[config.mk]
export PLATFORM = sky130hd
export DESIGN_NAME = segment_swapchain
export DESIGN_NICKNAME = d
export VERILOG_FILES = /design/src/rtl/segment_swapchain.sv
export SDC_FILE = /design/constraint.sdc
export NUM_CORES = 1
export LEC_CHECK = 0
export CORE_MARGIN = 1
export CORE_UTILIZATION = 50
export DETAILED_ROUTE_END_ITERATION = 6
export GPL_TIMING_DRIVEN = 0
export PLACE_DENSITY = 0.91
export SKIP_CTS_REPAIR_TIMING = 1
export SLEW_MARGIN = 20
export SYNTH_ARGS = -nofsm -noshare
export SYNTH_HDL_FRONTEND = slang
export SYNTH_SLANG_ARGS = --single-unit
[constraint.sdc]
create_clock -name clk_i -period 4.5 [get_ports clk_i]
set_input_delay 1.125 -clock clk_i [delete_from_list [all_inputs] [get_ports clk_i]]
set_output_delay 1.125 -clock clk_i [all_outputs]
set_load 0.02 [all_outputs]
[src/rtl/segment_swapchain.sv]
// Segment transition controller for one sample-memory read path (modulation or STM).
// Latches a segment-change request and decides on which cycle the active read segment
// changes: immediately for infinite requests, or on a start trigger (index wrap, system
// time, GPIO rising edge) for finite requests, after which completed loops are counted.
//
// Ports:
//   clk_i                clock
//   rst_i                synchronous active-high reset
//   update_settings_i    one-cycle pulse; latches the request fields
//   req_rd_segment_i     requested segment
//   rep_i                loop count, 16'hFFFF = infinite
//   transition_mode_i    8'h00 sync idx, 8'h01 sys time, 8'h02 gpio, 8'hF0 ext
//   transition_value_i   sys time target in [55:0], gpio pin in [1:0]
//   sys_time_i           system time
//   gpio_in_i            synchronised GPIO inputs
//   idx_0_i, idx_1_i     free-running timing index of each segment
//   cycle_0_i, cycle_1_i last index of each segment
//   segment_o            active segment
//   idx_o                read index for the active segment
//   stop_o               finite playback finished
//   busy_o               a transition is pending
module segment_swapchain #(
  parameter int unsigned Depth      = 15,
  parameter int unsigned NumSegment = 2
) (
  input  logic             clk_i,
  input  logic             rst_i,
  input  logic             update_settings_i,
  input  logic             req_rd_segment_i,
  input  logic [15:0]      rep_i,
  input  logic [7:0]       transition_mode_i,
  input  logic [63:0]      transition_value_i,
  input  logic [55:0]      sys_time_i,
  input  logic [3:0]       gpio_in_i,
  input  logic [Depth-1:0] idx_0_i,
  input  logic [Depth-1:0] idx_1_i,
  input  logic [Depth-1:0] cycle_0_i,
  input  logic [Depth-1:0] cycle_1_i,
  output logic             segment_o,
  output logic [Depth-1:0] idx_o,
  output logic             stop_o,
  output logic             busy_o
);

  if (NumSegment != 2) begin : gen_bad_num_segment
    $error("segment_swapchain supports exactly two segments");
  end

  localparam logic [7:0]  ModeSysTime = 8'h01;
  localparam logic [7:0]  ModeGpio    = 8'h02;
  localparam logic [7:0]  ModeExt     = 8'hF0;
  localparam logic [15:0] RepInfinite = 16'hFFFF;

  // StSwitch is the one-cycle hop that applies an infinite request without raising busy.
  typedef enum logic [2:0] {StInfinite, StSwitch, StWait, StFinite, StStopped} state_e;

  state_e           state_q, state_d;
  logic             seg_q, seg_d;
  logic [Depth-1:0] idx_q, idx_d;
  logic             stop_q, stop_d;
  logic             busy_q, busy_d;
  logic             req_seg_q, req_seg_d;
  logic [15:0]      rep_q, rep_d;
  logic [7:0]       mode_q, mode_d;
  logic [55:0]      tv_q, tv_d;
  logic [15:0]      cnt_q, cnt_d;
  logic [Depth-1:0] idx0_prev_q, idx1_prev_q;
  logic [3:0]       gpio_prev_q;

  logic       wrap0, wrap1, wrap_req, wrap_act, gpio_rise, trig, loops_done;
  logic [1:0] gpio_pin;
  logic       unused_tv_hi;

  assign unused_tv_hi = ^transition_value_i[63:56];

  assign wrap0     = idx_0_i < idx0_prev_q;
  assign wrap1     = idx_1_i < idx1_prev_q;
  assign wrap_req  = req_seg_q ? wrap1 : wrap0;
  assign wrap_act  = seg_q ? wrap1 : wrap0;
  assign gpio_pin  = tv_q[1:0];
  assign gpio_rise = gpio_in_i[gpio_pin] & ~gpio_prev_q[gpio_pin];
  // 17-bit compare so REP = 16'hFFFE still needs 16'hFFFF loops without overflow.
  assign loops_done = (({1'b0, cnt_q} + 17'd1) == ({1'b0, rep_q} + 17'd1));

  always_comb begin
    case (mode_q)
      ModeSysTime: trig = sys_time_i >= tv_q;
      ModeGpio:    trig = gpio_rise;
      default:     trig = wrap_req;  // sync idx, ext and unknown modes
    endcase
  end

  always_comb begin
    state_d   = state_q;
    seg_d     = seg_q;
    stop_d    = stop_q;
    cnt_d     = cnt_q;
    req_seg_d = req_seg_q;
    rep_d     = rep_q;
    mode_d    = mode_q;
    tv_d      = tv_q;

    case (state_q)
      StSwitch: begin
        seg_d   = req_seg_q;
        stop_d  = 1'b0;
        state_d = StInfinite;
      end
      StWait: begin
        if (trig) begin
          seg_d   = req_seg_q;
          cnt_d   = '0;
          stop_d  = 1'b0;
          state_d = StFinite;
        end
      end
      StFinite: begin
        if (wrap_act) begin
          if (loops_done) begin
            if (mode_q == ModeExt) begin
              seg_d = ~seg_q;
              cnt_d = '0;
            end else begin
              stop_d  = 1'b1;
              state_d = StStopped;
            end
          end else begin
            cnt_d = cnt_q + 16'd1;
          end
        end
      end
      default: ;
    endcase

    // A new request overrides the state but lets a same-cycle completion land first.
    if (update_settings_i) begin
      req_seg_d = req_rd_segment_i;
      rep_d     = rep_i;
      mode_d    = transition_mode_i;
      tv_d      = transition_value_i[55:0];
      state_d   = (rep_i == RepInfinite) ? StSwitch : StWait;
    end

    busy_d = (state_d == StWait);
    if (stop_d) begin
      idx_d = seg_d ? cycle_1_i : cycle_0_i;
    end else begin
      idx_d = seg_d ? idx_1_i : idx_0_i;
    end
  end

  always_ff @(posedge clk_i) begin
    if (rst_i) begin
      state_q     <= StInfinite;
      seg_q       <= 1'b0;
      idx_q       <= '0;
      stop_q      <= 1'b0;
      busy_q      <= 1'b0;
      req_seg_q   <= 1'b0;
      rep_q       <= '0;
      mode_q      <= '0;
      tv_q        <= '0;
      cnt_q       <= '0;
      idx0_prev_q <= '0;
      idx1_prev_q <= '0;
      gpio_prev_q <= '0;
    end else begin
      state_q     <= state_d;
      seg_q       <= seg_d;
      idx_q       <= idx_d;
      stop_q      <= stop_d;
      busy_q      <= busy_d;
      req_seg_q   <= req_seg_d;
      rep_q       <= rep_d;
      mode_q      <= mode_d;
      tv_q        <= tv_d;
      cnt_q       <= cnt_d;
      idx0_prev_q <= idx_0_i;
      idx1_prev_q <= idx_1_i;
      gpio_prev_q <= gpio_in_i;
    end
  end

  assign segment_o = seg_q;
  assign idx_o     = idx_q;
  assign stop_o    = stop_q;
  assign busy_o    = busy_q;

endmodule
==> results by group, run 1 <==
Status
  – Status: completed

Timing
  – Setup violators final: 0
  – Final period util: 95.9%
  – Slew Limit Fails: 0
  – Worst-Margin Slew: 0.806 ns
  – Fin. Hold Viols: 0
  – Hold Slack: 0.493 ns
  – Fin Setup TNS: 0 ns
  – Fmax: 232 MHz
  – Max-Slew Margin vs Limit: 45.5%
  – Skew final: 0.0121 ns
  – Final worst setup slack: 0.183 ns
  – Post-route minimum period: 4.32 ns

Cells and area
  – Area delta synth->final: 35.9%
  – Ant diodes: 0
  – Share of post-route cells with drive strength above 1: 6.00%
  – Finished Core Util: 70.5%
  – Final #Nets: 1519

Routing
  – Via count: 8016
  – Number of DRC markers in iteration 0: 414
  – Antenna-violating nets left: 0
  – DRC viols: 0
  – DRT Pass-1 Iters: 6
  – Via density: 5.51
  – Routed WL per cell: 16.5 um
  – Final WL: 24000 um

Synthesis
  – Leading area contributor after synthesis: dfxtp_1
  – Ys async rst share: 0%
  – Cells after synthesis: 982
  – Synthesized flop and latch total: 152
  – Post-Syn Area: 8700 um^2
  – Syn_nets: 1280
  – Synth Warn #: 0
  – Synth top cells by count: dfxtp_1, nor2_1, mux2i_1
  – Synth cell types: 67
  – Number of synthesized flops with an enable pin: 0
  – Avg Inst Size Synth: 8.86 um^2
  – Largest cells by area after synthesis: dfxtp_1, mux2i_1, ha_1
  – Yosys top cell area share: 35.0%
  – Sequential share of the synthesized area: 35.0%
  – Top FF cell, synth: dfxtp_1
  – Most numerous cell in the Yosys netlist: dfxtp_1

Die
  – Die width: 134 um
  – Standard-cell rows: 47
  – Die footprint: 17900 um^2
  – Die Ht: 134 um
  – Starting Density: 51.9%
  – Core area: 16800 um^2
  – Num ports: 230

Global route
  – Vias in the first global route: 8233
  – First-pass GRT wire length: 38900 um
  – Grt met3 use: 6.65%
  – Grt total ovfl: 0
  – GRT Overall Usage: 27.4%
  – Maximum number of pins on one net before global-route repair: 17
  – GR Layer Usage met2: 48.2%
  – Routing usage on met1: 31.8%
  – Top Usage Layer GRT: met2
  – Initial antenna violation count: 0

Placed design
  – RD Place Congestion: 0.901
  – Hpwl dp: 18500 um
  – IO Port Bufs: 220
  – Setup WS pre-CTS: -0.716 ns

Worst setup path
  – Worst path buffer plus inverter count: 2
  – Worst-path fanout max: 10
  – Worst Setup Start Kind: primary input
  – Crit path kind: primary input to flop
  – CP Cell Sequence: clkdlybuf4s50_1 > ha_1 > a41oi_1 > o21ai_0 > a21oi_1 > o211ai_1 > nor2b_1 > a221oi_2 > o31a_1 > o211ai_1 > clkbuf_2 > or3b_2 > a21oi_1
  – CP arrival: 4.66 ns
  – Max incr delay on CP: 0.49 ns
  – CP top delay family: compound AO/OA/AOI/OAI gates
  – Req. time, crit path: 4.84 ns
  – Crit path max-delay cell type: or3b_2
  – Critical Path End Type: flop

Clocking
  – Max clock buf depth: 2
  – CTS sink cnt: 152
  – Worst-path clk slew: 0.06 ns
  – Num CTS Buffers: 17
  – Worst skew pair latency: 0.43 ns
  – # H-tree levels: 4
  – CTS tree: built
  – Root buf cell: clkbuf_16

Power
  – PD cells: 304 nW/um^2
  – Leakage: 5.05 nW
  – Peak supply drop: 0.287 mV

Job
  – Max Cap Violations: 0

Hold path
  – Type of the most critical hold path: flop to flop
## final timing paths
kind / from / endpoint / slack (ns) / depth (start not counted)
worst max-delay path: idx_0_i[6] / cnt_q[11] / 0.18 / 13
worst min-delay path: tv_q[34] / tv_q[34] / 0.49 / 2
worst max register to register: cnt_q[0] / cnt_q[11] / 0.41 / 13
worst min register to register: tv_q[34] / tv_q[34] / 0.49 / 2
## cell usage in the layout (no fill, tap or decap), drive strengths merged, types with 36 or more instances in the layout
master and n:
ha 86, o21ai 36, clkbuf 43, nor2b 38, dfxtp 152, nor2 112, inv 99, a21oi 54
clkdlybuf4s50 220, nand2 48, mux2i 111
## worst register-to-register path: stages, from the launching register on
cell and delay, ns:
dfxtp_1 0.43, ha_1 0.18, clkbuf_2 0.19, nand3_2 0.16, nor4_4 0.39, xnor3_1 0.41, nor4_1 0.38, nand3_1 0.17
nor4_2 0.51, a21boi_1 0.17, o21ai_1 0.42, buf_2 0.31, o21ai_0 0.13, a21oi_1 0.16
## report_power, final
| group | total, W | switching [W] | internal (W) |
|---|---|---|---|
| sequential | 0.00146 | 0.0000433 | 0.00142 |
| clock | 0.00146 | 0.000587 | 0.000872 |
| combinational | 0.000667 | 0.000303 | 0.000364 |
## kinds of logic (layout without fill, tap and decap cells)
kind of cell / Yosys count / count (layout) / synth area share [%]
AO/OA/AOI/OAI: 148 / 148 / 10.4
XOR/XNOR: 39 / 39 / 4.40
adder cells (fa/ha/maj): 86 / 86 / 12.4
buffers and inverters: 133 / 385 / 6.14
flip-flops: 152 / 152 / 35.0
multiplexers: 111 / 111 / 12.8
AND/OR/NAND/NOR: 313 / 313 / 18.9
## registers in the layout, indices dropped and copies added (netlist names)
register,count
idx0_prev_q,15
req_seg_q,1
idx_o,15
idx1_prev_q,15
state_q,3
segment_o,1
stop_o,1
busy_o,1
gpio_prev_q,4
cnt_q,16
rep_q,16
tv_q,56
mode_q,8
## per-stage QoR
stage	cell area (um^2)	instances	total power, W
6_report	11800	1454	0.00359
5_1_grt	11800	1454	0.00375
4_1_cts	11800	1454	0.00360
3_5_place_dp	11200	1422	0.00214
3_3_place_gp	11200	1422	0.00211
2_1_floorplan	8700	982	0.00182
## final cells by class
cell class,count,area [um^2]
multi-input cells,697,5150
fillers,1224,4940
flip-flops and latches,152,3040
repair buffers,220,2200
clock buffers,21,470
inverters,95,357
well taps,220,275
plain buffers,38,183
clock inverters,11,136
## layer usage
layer  share of wire, %  vias to the layer above
li1                   -                     3914
met1                 42                     3803
met2                 50                      245
met3                5.3                       54
met4                2.9                        0
met5                  0                        -
No activity file was read; power rests on OpenSTA's default activity.
==> run 2: changes to the inputs <==
SKIP_CTS_REPAIR_TIMING = not set   (was 1)
==> run 2 against run 1 <==
  * The flow now finishes with violations (design-rule violations)
  * Die area unchanged
  * Non-clock buffer count unchanged
  * Hold slack about the same
  * Largest cell class unchanged
  * Highest routed layer unchanged
==> results by group, run 2 (synthesis results as in run 1) <==
Status
  – Status: finished, violations left
  – Failing checks: design-rule violations

Timing
  – Final worst setup slack: 0.186 ns
  – Max-Slew Margin vs Limit: 45.5%
  – Worst-Margin Slew: 0.806 ns
  – Fmax: 232 MHz
  – Final period util: 95.9%
  – Post-route minimum period: 4.31 ns
  – Slew Limit Fails: 0
  – Skew final: 0.0113 ns
  – Fin. Hold Viols: 0
  – Setup violators final: 0

Global route
  – Grt total ovfl: 0
  – Maximum number of pins on one net before global-route repair: 17
  – Vias in the first global route: 8234
  – Initial antenna violation count: 0
  – First-pass GRT wire length: 38900 um
  – GRT Overall Usage: 27.4%

Cells and area
  – Max reg flops: 56
  – Filler cell count: 1224
  – Share of post-route cells with drive strength above 1: 6.00%
  – Most frequent cells in the layout: clkdlybuf4s50_1, dfxtp_1, nor2_1
  – Ant diodes: 0
  – Post-route cell area: 11800 um^2
  – Final #Nets: 1519
  – Largest Register: tv_q
  – Largest registers: tv_q (56), cnt_q (16), rep_q (16)
  – Most common cell after layout, fill and taps aside: clkdlybuf4s50_1
  – Area delta synth->final: 35.9%

Routing
  – DRC viols: 2
  – Antenna-violating nets left: 0
  – Number of DRC markers in iteration 0: 400
  – Via count: 8034
  – Final WL: 24000 um
  – DRT Pass-1 Iters: 7
  – Via density: 5.53
  – Routed WL per cell: 16.5 um

Placed design
  – Setup WS pre-CTS: -0.716 ns
  – Placed Area: 11200 um^2
  – IO Port Bufs: 220
  – Hpwl dp: 18500 um
  – RD Place Congestion: 0.901

Worst setup path
  – Req. time, crit path: 4.84 ns
  – Worst Setup Start Kind: primary input
  – Worst-path fanout max: 10
  – Crit path kind: primary input to flop
  – Critical Path End Type: flop
  – CP arrival: 4.66 ns

Power
  – Sequential share of power: 40.8%
  – Net Sw Power: 0.000932 W
  – PD cells: 303 nW/um^2
  – Pint: 0.00266 W
  – Total power: 0.00359 W
  – Comb pwr share: 18.6%
  – Peak supply drop: 0.286 mV
  – Sw Share: 26.0%
  – Clock group share of total power: 40.6%
  – Leakage: 5.05 nW

Clocking
  – Root buf cell: clkbuf_16
  – Num CTS Buffers: 17
  – Post-CTS Setup Inserts: 0
  – Worst skew pair latency: 0.43 ns
  – CTS tree: built
  – Worst-path clk slew: 0.06 ns
  – Hold_buf cts: 0
  – Max clock buf depth: 2
  – # H-tree levels: 4
  – CTS sink cnt: 152

Die
  – Die footprint: 17900 um^2
  – Die Ht: 134 um
  – Num ports: 230
  – Die width: 134 um
  – Core area: 16800 um^2
  – Standard-cell rows: 47
  – Starting Density: 51.9%

Hold path
  – Type of the most critical hold path: flop to flop

Job
  – Max Cap Violations: 0
==> run 2: cell counts in the layout (fill, tap and decap cells not counted) <==
Identical to the previous run, type by type.
==> run 2: critical path, stage by stage <==
cell and delay (ns):
clkdlybuf4s50_1 0.46, ha_1 0.36, a41oi_1 0.22, o21ai_0 0.14
a21oi_1 0.29, o211ai_1 0.25, nor2b_1 0.20, a221oi_2 0.31
o31a_1 0.21, o211ai_1 0.19, clkbuf_2 0.25, or3b_2 0.49
a21oi_1 0.17
==> run 2: timing repair <==
action / CTS / global route
setup endpoints to repair: 16 / 26
endpoints found under the hold margin: 0 / 0
gates resized for setup: 4 / 8
==> run 2: through the flow <==
| step | cells | util (%) | hold slack (ns) | setup TNS (ns) |
|---|---|---|---|---|
| after floorplan | 982 | - | 0.460 | 0 |
| after global placement | 1422 | 66.7 | 0.473 | -12.05 |
| after detailed placement | 1422 | 66.7 | 0.482 | -13.56 |
| after CTS | 1454 | 70.4 | 0.497 | 0 |
| after global routing | 1454 | 70.5 | 0.520 | -0.174 |
| final | 1454 | 70.5 | 0.493 | 0 |
==> run 2: final timing paths <==
check	start	to	slack [ns]	cells after the start
setup / recovery	idx_0_i[6]	cnt_q[11]	0.19	13
hold / removal	tv_q[34]	tv_q[34]	0.49	2
setup reg to reg	cnt_q[0]	idx_o[11]	0.39	13
hold reg to reg	tv_q[34]	tv_q[34]	0.49	2
==> run 2: power by group through the flow <==
stage / combinational (W) / clock (W) / sequential, W
after floorplan: 0.000326 / 0 / 0.00150
after global placement: 0.000624 / 0 / 0.00149
after detailed placement: 0.000652 / 0 / 0.00149
after CTS: 0.000662 / 0.00148 / 0.00146
after global routing: 0.000734 / 0.00154 / 0.00147
final: 0.000667 / 0.00146 / 0.00146
==> run 2: metal layers <==
layer / global-route usage, % / part of all wire [%] / up-vias
met1: 31.8 / 41 / 3801
met2: 48.0 / 50 / 262
met5: 0 / 0 / -
met3: 6.69 / 5.4 / 56
met4: 10.9 / 3.1 / 0
li1: - / - / 3915
==> run 2: cell type report <==
cell class              instances  area [um^2]  share of cell area (%)
plain buffers                  38          183                    1.55
clock buffers                  21          470                    3.98
clock inverters                11          136                    1.15
inverters                      95          357                    3.02
multi-input cells             697         5150                    43.6
flip-flops and latches        152         3040                    25.7
well taps                     220          275                    2.33
repair buffers                220         2200                    18.6
==> run 3: changes to the inputs <==
CORE_UTILIZATION = 25   (was 50)
PLACE_DENSITY = 0.56   (was 0.91)
SETUP_SLACK_MARGIN = 0.2   (was not set)
SKIP_CTS_REPAIR_TIMING = 1   (was not set)
==> run 3 against run 2 <==
  * The run now ends clean
  * Hold slack worse by 0.00085 ns
  * Critical path type unchanged
  * Power grew 2.2%
  * Combinational power grew 1%
  * Maximum frequency rose by 4.0%
  * Sequential share of layout area is 0.92 points lower
  * Largest power group is now clock
==> results by group, run 3 (synthesis results as in run 1) <==
Global route
  – Initial antenna violation count: 0
  – Grt total ovfl: 0
  – Maximum number of pins on one net before global-route repair: 17
  – Vias in the first global route: 7601
  – First-pass GRT wire length: 41100 um
  – GRT Overall Usage: 14.9%

Routing
  – Antenna-violating nets left: 0
  – Top Metal Used: met4
  – Number of DRC markers in iteration 0: 294
  – DRC viols: 0
  – Via count: 7661
  – Via density: 4.54
  – Routed WL per cell: 15.4 um
  – Met1 WL: 12000 um
  – Met3 WL: 1100 um
  – DRT Pass-1 Iters: 6
  – Met2 wire len: 12700 um
  – Final WL: 26000 um

Worst setup path
  – Crit path max-delay cell type: clkdlybuf4s50_1
  – CP Cell Sequence: clkdlybuf4s50_1 > ha_1 > and3_1 > a221o_1 > a31oi_2 > o41ai_4 > a221oi_2 > o31a_1 > o211ai_1 > clkbuf_4 > or3b_2 > a21oi_1
  – Crit path to: cnt_q[6]
  – Register-to-Register Path Depth: 13
  – Reg2reg setup slack: 0.44 ns
  – CP arrival: 4.51 ns
  – Critical Path End Type: flop
  – Req. time, crit path: 4.86 ns
  – Worst path buffer plus inverter count: 2
  – CP top delay family: compound AO/OA/AOI/OAI gates
  – Worst Setup Start Kind: primary input
  – Crit path launch: idx_1_i[6]
  – Max incr delay on CP: 0.49 ns
  – Worst path depth: 12
  – RR Endpoint: idx_o[3]
  – Worst-path fanout max: 10
  – Crit path kind: primary input to flop
  – Beginning of the worst register-to-register path: cnt_q[0]

Clocking
  – # H-tree levels: 4
  – Max clock buf depth: 2
  – Root buf cell: clkbuf_16
  – CTS tree: built
  – Worst skew pair latency: 0.44 ns
  – CTS sink cnt: 152
  – Num CTS Buffers: 17
  – Worst-path clk slew: 0.06 ns

Placed design
  – Placed Area: 11500 um^2
  – Setup WS pre-CTS: -1.21 ns
  – RD Place Congestion: 0.845
  – Hpwl dp: 20700 um
  – IO Port Bufs: 220

Hold path
  – Hold path start: tv_q[34]
  – Type of the most critical hold path: flop to flop

Job
  – Max Cap Violations: 0

Timing
  – Fin. Hold Viols: 0
  – Final period util: 92.2%
  – Slew Limit Fails: 0
  – Worst-Margin Slew: 0.896 ns
  – Fmax: 241 MHz
  – Final worst setup slack: 0.353 ns
  – Setup violators final: 0
  – RSZ-0062 raised after global routing: yes
  – Skew final: 0.0158 ns
  – Max-Slew Margin vs Limit: 39.7%
  – Post-route minimum period: 4.15 ns
  – Fin Setup TNS: 0 ns

Cells and area
  – Share of post-route cells with drive strength above 1: 7.11%
  – Area delta synth->final: 40.9%
  – Most frequent cells in the layout: clkdlybuf4s50_1, dfxtp_1, nor2_1
  – Largest Register: tv_q
  – Largest registers: tv_q (56), cnt_q (16), rep_q (16)
  – Ant diodes: 0
  – Post-route cell area: 12300 um^2
  – Most common cell after layout, fill and taps aside: clkdlybuf4s50_1
  – Final #Nets: 1524
  – Max reg flops: 56
  – Finished Core Util: 36.2%

Die
  – Starting Density: 25.7%
  – Die footprint: 35500 um^2
  – Num ports: 230
  – Die width: 189 um
  – Core area: 33900 um^2
  – Die Ht: 189 um
  – Standard-cell rows: 67

Power
  – Total power: 0.00367 W
  – PD cells: 299 nW/um^2
  – Leakage: 5.12 nW
  – Peak supply drop: 0.257 mV

Status
  – Status: completed
==> run 3: tightest hold or removal path, stage by stage, from the launching register on <==
cell	delay, ns
dfxtp_1	0.33
mux2i_1	0.06
nor2_1	0.07
==> run 3: cell type report <==
class | count | area (um^2)
clock inverters | 10 | 143
multi-input cells | 697 | 5230
repair buffers | 225 | 2250
clock buffers | 21 | 480
fillers | 3496 | 21600
flip-flops and latches | 152 | 3040
plain buffers | 38 | 191
well taps | 448 | 561
inverters | 95 | 357
==> run 3: where the power goes <==
group / total [W] / internal (W) / leakage, nW / switching (W)
logic: 0.000676 / 0.000370 / 3.56 / 0.000307
registers: 0.00146 / 0.00142 / 1.26 / 0.0000421
clock network: 0.00153 / 0.000931 / 0.306 / 0.000598
==> run 3: worst min path at each step <==
stage | endpoint | depth (start not counted)
floorplan | tv_q[10] | 2
global placement | tv_q[51] | 2
detailed placement | tv_q[50] | 2
CTS | tv_q[50] | 2
global route | tv_q[10] | 2
finish | tv_q[34] | 2
==> run 3: per-layer routing <==
layer / global-route usage [%] / vias up
li1: - / 3923
met1: 19.0 / 3585
met2: 25.1 / 138
met3: 3.59 / 15
met4: 3.57 / 0
met5: 0 / -
==> run 3: metrics by stage <==
stage	std cells	hold WS, ns
after floorplan	982	0.460
after global routing	1686	0.520
after CTS	1681	0.498
final	1686	0.492
after global placement	1650	0.473
after detailed placement	1650	0.484
